$ cat config.mk
export PLATFORM = sky130hd
export DESIGN_NAME = traffic_lamp_sequencer
export DESIGN_NICKNAME = d
export VERILOG_FILES = /design/src/rtl/traffic_lamp_sequencer.sv
export SDC_FILE = /design/constraint.sdc
export NUM_CORES = 1
export LEC_CHECK = 0
export BUFFER_PORTS_ARGS = -buffer_cell sky130_fd_sc_hd__buf_2
export CORE_MARGIN = 2
export CORE_UTILIZATION = 47
export CTS_CLUSTER_SIZE = 40
export DETAILED_ROUTE_END_ITERATION = 8
export GPL_ROUTABILITY_DRIVEN = 1
export PLACE_DENSITY = 0.77
export REMOVE_ABC_BUFFERS = 1
export SETUP_SLACK_MARGIN = 0.4
export SYNTH_ARGS = -nofsm -noshare
export SYNTH_HDL_FRONTEND = slang
export SYNTH_SLANG_ARGS = --single-unit
export TNS_END_PERCENT = 100
$ cat constraint.sdc
create_clock -name clk -period 3.3 [get_ports clk]
set_input_delay 0.33 -clock clk [delete_from_list [all_inputs] [get_ports clk]]
set_output_delay 0.33 -clock clk [all_outputs]
set_load 0.05 [all_outputs]
$ cat src/rtl/traffic_lamp_sequencer.sv
// Lamp sequencer for a two-way junction: turns raw EW/NS requests into six lamp drives
// with enforced minimum green, fixed yellow and all-red clearance between directions.
module traffic_lamp_sequencer #(
  parameter int unsigned MIN_GREEN = 8,
  parameter int unsigned YELLOW    = 3,
  parameter int unsigned ALL_RED   = 1,
  parameter int unsigned CNT_W     = 8
) (
  input  logic       clk,
  input  logic       rst_n,
  input  logic       ew_req,
  input  logic       ns_req,
  output logic       ns_red,
  output logic       ns_yel,
  output logic       ns_grn,
  output logic       ew_red,
  output logic       ew_yel,
  output logic       ew_grn,
  output logic [2:0] phase
);

  localparam int unsigned LAMP_W = 6;

  localparam logic [CNT_W-1:0] GRN_LAST = CNT_W'(MIN_GREEN - 1);
  localparam logic [CNT_W-1:0] YEL_LAST = CNT_W'(YELLOW - 1);
  localparam logic [CNT_W-1:0] RED_LAST = CNT_W'(ALL_RED - 1);
  localparam logic [CNT_W-1:0] CNT_MAX  = '1;

  // Lamp vector order: {ns_red, ns_yel, ns_grn, ew_red, ew_yel, ew_grn}
  localparam logic [LAMP_W-1:0] LAMP_NS_GRN = 6'b001_100;
  localparam logic [LAMP_W-1:0] LAMP_NS_YEL = 6'b010_100;
  localparam logic [LAMP_W-1:0] LAMP_ALLRED = 6'b100_100;
  localparam logic [LAMP_W-1:0] LAMP_EW_GRN = 6'b100_001;
  localparam logic [LAMP_W-1:0] LAMP_EW_YEL = 6'b100_010;

  typedef enum logic [2:0] {
    NS_GRN    = 3'd0,
    NS_YEL    = 3'd1,
    RED_TO_EW = 3'd2,
    EW_GRN    = 3'd3,
    EW_YEL    = 3'd4,
    RED_TO_NS = 3'd5
  } state_e;

  state_e              state_q, state_d;
  logic [CNT_W-1:0]    tcnt_q, tcnt_d;
  logic [LAMP_W-1:0]   lamp_q, lamp_d;
  logic                ew_valid, ns_valid;

  assign ew_valid = ew_req & ~ns_req;
  assign ns_valid = ns_req & ~ew_req;

  // Next state, phase timer and lamp decode of the next state
  always_comb begin
    state_d = state_q;
    tcnt_d  = tcnt_q;
    lamp_d  = LAMP_NS_GRN;

    case (state_q)
      NS_GRN:    if (tcnt_q >= GRN_LAST && ew_valid) state_d = NS_YEL;
      NS_YEL:    if (tcnt_q == YEL_LAST)             state_d = RED_TO_EW;
      RED_TO_EW: if (tcnt_q == RED_LAST)             state_d = EW_GRN;
      EW_GRN:    if (tcnt_q >= GRN_LAST && ns_valid) state_d = EW_YEL;
      EW_YEL:    if (tcnt_q == YEL_LAST)             state_d = RED_TO_NS;
      RED_TO_NS: if (tcnt_q == RED_LAST)             state_d = NS_GRN;
      default:                                       state_d = NS_GRN;
    endcase

    // Timer restarts on any state change and saturates instead of wrapping
    if (state_d != state_q) begin
      tcnt_d = '0;
    end else if (tcnt_q != CNT_MAX) begin
      tcnt_d = tcnt_q + CNT_W'(1);
    end

    // Lamps are registered from the next state so they track the state register exactly
    case (state_d)
      NS_GRN:    lamp_d = LAMP_NS_GRN;
      NS_YEL:    lamp_d = LAMP_NS_YEL;
      EW_GRN:    lamp_d = LAMP_EW_GRN;
      EW_YEL:    lamp_d = LAMP_EW_YEL;
      default:   lamp_d = LAMP_ALLRED;
    endcase
  end

  always_ff @(posedge clk or negedge rst_n) begin
    if (!rst_n) begin
      state_q <= NS_GRN;
      tcnt_q  <= '0;
      lamp_q  <= LAMP_NS_GRN;
    end else begin
      state_q <= state_d;
      tcnt_q  <= tcnt_d;
      lamp_q  <= lamp_d;
    end
  end

  assign ns_red = lamp_q[5];
  assign ns_yel = lamp_q[4];
  assign ns_grn = lamp_q[3];
  assign ew_red = lamp_q[2];
  assign ew_yel = lamp_q[1];
  assign ew_grn = lamp_q[0];
  assign phase  = state_q;

endmodule

==> flow_metrics.env <==
export IMPL_run_status="complete, no violations"
export IMPL_slew_limit_headroom_pct=70.6
export IMPL_synth_distinct_cells=41
export IMPL_design_die_area_um2=2630
export IMPL_synth_area_per_cell_um2=9.82
export IMPL_insertion_delay_ns=0.30
export IMPL_final_setup_skew_ns=0.0124
export IMPL_dr_wl_cell_um=14.8
export IMPL_reg2reg_slack_ns=1.40
export IMPL_drt_iter0_markers=22
export IMPL_num_fill_cells=196
export IMPL_dr_pass1_iters=4
export IMPL_fin_tns_setup_ns=0
export IMPL_layout_core_utilization_pct=53.0
export IMPL_fraction_of_layout_instances_using_a_drive_strength_above_1_pct=22.9
export IMPL_io_pins=13
export IMPL_finalWorstPathRequiredPeriod_ns=1.90
export IMPL_power_mw=1.01
export IMPL_worst_slew_pin_transition_ns=0.441
export IMPL_clk_path_buf_depth=2
export IMPL_tritoncts="built"
export IMPL_core_footprint_um2=2170
export IMPL_arrival_ns=2.07
export IMPL_report_final_setup_viol=0
export IMPL_reg2reg_to="phase[0]"
export IMPL_row_cnt=17
export IMPL_grt_pass1_vias=788
export IMPL_placed_cells=141
export IMPL_final_cell_area_um2=1150
export IMPL_synthesis_instances=107
export IMPL_grt_ovfl_total=0
export IMPL_timing_rr_start="tcnt_q[0]"
export IMPL_gp_congestion=0.869
export IMPL_io_buffer_count=12
export IMPL_grt_antenna_before_repair=0
export IMPL_hp_class="primary input to async pin"
export IMPL_criticalPathCategory="register to register"
export IMPL_r2r_cells=6
export IMPL_chipHeight_um=51.3
export IMPL_critical_path_data_required_time_ns=3.47
export IMPL_dp_hpwl_um=1540
export IMPL_final_nets=126
export IMPL_vias_per_cell=5.87
export IMPL_share_clk_of_total_power_pct=11.5
export IMPL_routed_via_count=857
export IMPL_cts_htree_levels=1
export IMPL_end_kind="register"
export IMPL_seq_power_share_pct=35.6
export IMPL_num_clock_sinks=17
export IMPL_max_freq_mhz=526
export IMPL_crit_path_max_fanout=3
export IMPL_max_cap_viol_count=0
export IMPL_worst_vdd_drop_mv=0.445
export IMPL_synth_seq_cells=17
export IMPL_yosys_most_used_dff="sky130_fd_sc_hd__dfrtp_1"
export IMPL_seq_area_frac_synth_pct=40.7
export IMPL_layout_worst_path_cycle_share_pct=57.6
export IMPL_layout_cells_non_filler=146
export IMPL_cts_root_buf="sky130_fd_sc_hd__clkbuf_4"
export IMPL_cts_inserted_buffers=3
export IMPL_comb_power_share_pct=52.9
export IMPL_placedInstanceArea_um2=1110
export IMPL_groute_usage_overall_pct=18.6
export IMPL_post_route_wl_um=2160
export IMPL_synth_area_um2=1050
export IMPL_cell_internal_pwr_mw=0.496
export IMPL_synth_yosys_warnings=0
export IMPL_power_density_nw_per_um2=877
export IMPL_initial_standard_cell_utilization_of_the_core_pct=48.4
export IMPL_grt_first_pass_wirelength_um=3590
export IMPL_die_width_um=51.3
export IMPL_num_antenna_cells=0
export IMPL_timing_critical_path_from_type="register"
export IMPL_grt_start_max_net_pins=18
export IMPL_power_switching_mw=0.512
export IMPL_ant_nets=0
export IMPL_slew_violations=0
export IMPL_switching_share_pct=50.8
export IMPL_finalHoldViolCount=0
export IMPL_synthArstFlopShare_pct=100
export IMPL_cts_repair_timing_setup_buffer_count=0
export IMPL_leakage_nw=0.515
export IMPL_drcViolationCount=0
export IMPL_unrepaired_setup_endpoints_after_global_routing="no"
export IMPL_syn2layout_area_growth_pct=9.40
export IMPL_synth_edff_count=0
export IMPL_cts_clk_slew_worst_paths_ns=0.11
## power groups by stage
stage                     Combinational, mW  Clock [mW]  Sequential [mW]
after floorplan                       0.275           0            0.495
after global placement                0.521           0            0.356
after detailed placement              0.529           0            0.361
after CTS                             0.531       0.120            0.356
after global routing                  0.583       0.127            0.366
final                                 0.533       0.116            0.359
## sequential cells by signal (all words and copies together) (netlist names)
register / flops
phase: 3
lamp_q: 6
tcnt_q: 8
## cells in the mapped netlist, types with 2 or more instances
cell type,n,share of area (%)
sky130_fd_sc_hd__buf_2,3,1.4
sky130_fd_sc_hd__nand2_1,3,1.1
sky130_fd_sc_hd__inv_1,5,1.8
sky130_fd_sc_hd__nor2b_1,5,3.0
sky130_fd_sc_hd__a211oi_1,2,1.4
sky130_fd_sc_hd__nor4_1,2,1.2
sky130_fd_sc_hd__dfrtp_1,15,36
sky130_fd_sc_hd__clkbuf_1,2,0.71
sky130_fd_sc_hd__o21ai_0,3,1.4
sky130_fd_sc_hd__nand3b_1,3,2.1
sky130_fd_sc_hd__a221oi_1,2,1.7
sky130_fd_sc_hd__mux2i_1,2,1.9
sky130_fd_sc_hd__nor3_1,6,2.9
sky130_fd_sc_hd__ha_1,3,3.6
sky130_fd_sc_hd__a21oi_1,6,2.9
sky130_fd_sc_hd__dfstp_2,2,5.0
sky130_fd_sc_hd__nor2_1,14,5.0
sky130_fd_sc_hd__o211ai_1,2,1.4
sky130_fd_sc_hd__nor4_2,2,2.4
sky130_fd_sc_hd__or3_1,2,1.2
sky130_fd_sc_hd__nand3_1,3,1.4
## how the worst max path moves through the flow
stage	start	endpoint	slack (ns)
floorplan	phase[0]	phase[0]	1.54
global placement	tcnt_q[0]	phase[0]	1.47
detailed placement	tcnt_q[0]	phase[0]	1.44
CTS	tcnt_q[0]	phase[0]	1.41
global route	tcnt_q[0]	phase[0]	1.28
finish	tcnt_q[0]	phase[0]	1.40
## timing repair
item | 4_1_cts | 5_1_grt
hold buffers | 1 | 0
endpoints found under the hold margin | 15 | 0
gates resized for setup | 0 | 0
## logic make-up after synthesis
group | count (synthesis) | synth area share, %
compound gates | 23 | 18.3
xor+xnor | 1 | 0.833
fa+ha+maj | 3 | 3.57
buf+inv | 11 | 5.00
flops | 17 | 40.7
mux | 2 | 1.90
simple gates | 50 | 29.6
## layer usage
metal	GRT usage [%]	share of wire [%]
met1	23.0	43
met2	30.3	51
met3	2.92	4.9
met4	11.0	1.5
met5	0	0
## placed cells by master (no fill, tap or decap), types with 5 or more instances in the layout
master	n
sky130_fd_sc_hd__dfrtp_1	15
sky130_fd_sc_hd__nor3_1	6
sky130_fd_sc_hd__a21oi_1	6
sky130_fd_sc_hd__inv_1	5
sky130_fd_sc_hd__nor2b_1	5
sky130_fd_sc_hd__nor2_1	14
sky130_fd_sc_hd__buf_2	12
## metrics by stage
step | hold WS (ns) | worst slack (ns)
2_1_floorplan | 0.0344 | 1.54
3_3_place_gp | 0.264 | 1.47
3_5_place_dp | 0.270 | 1.44
4_1_cts | 0.470 | 1.41
5_1_grt | 0.496 | 1.28
6_report | 0.459 | 1.40
## cell type report
| type | count | area, µm² | share of cell area (%) |
|---|---|---|---|
| flip-flops and latches | 17 | 428 | 37.2 |
| clock buffers | 3 | 22.5 | 1.96 |
| repair buffers | 13 | 70.1 | 6.09 |
| well taps | 28 | 35.0 | 3.05 |
| inverters | 5 | 18.8 | 1.63 |
| clock inverters | 1 | 5.00 | 0.435 |
| multi-input cells | 79 | 571 | 49.6 |
## critical path, cell delays in order (launching register included)
cell and delay [ns]:
sky130_fd_sc_hd__dfrtp_1 0.42, sky130_fd_sc_hd__inv_1 0.13, sky130_fd_sc_hd__ha_1 0.23, sky130_fd_sc_hd__nor4b_2 0.26, sky130_fd_sc_hd__a21oi_1 0.12, sky130_fd_sc_hd__or2_1 0.25
sky130_fd_sc_hd__or3_1 0.37
No activity file was read; power rests on OpenSTA's default activity.
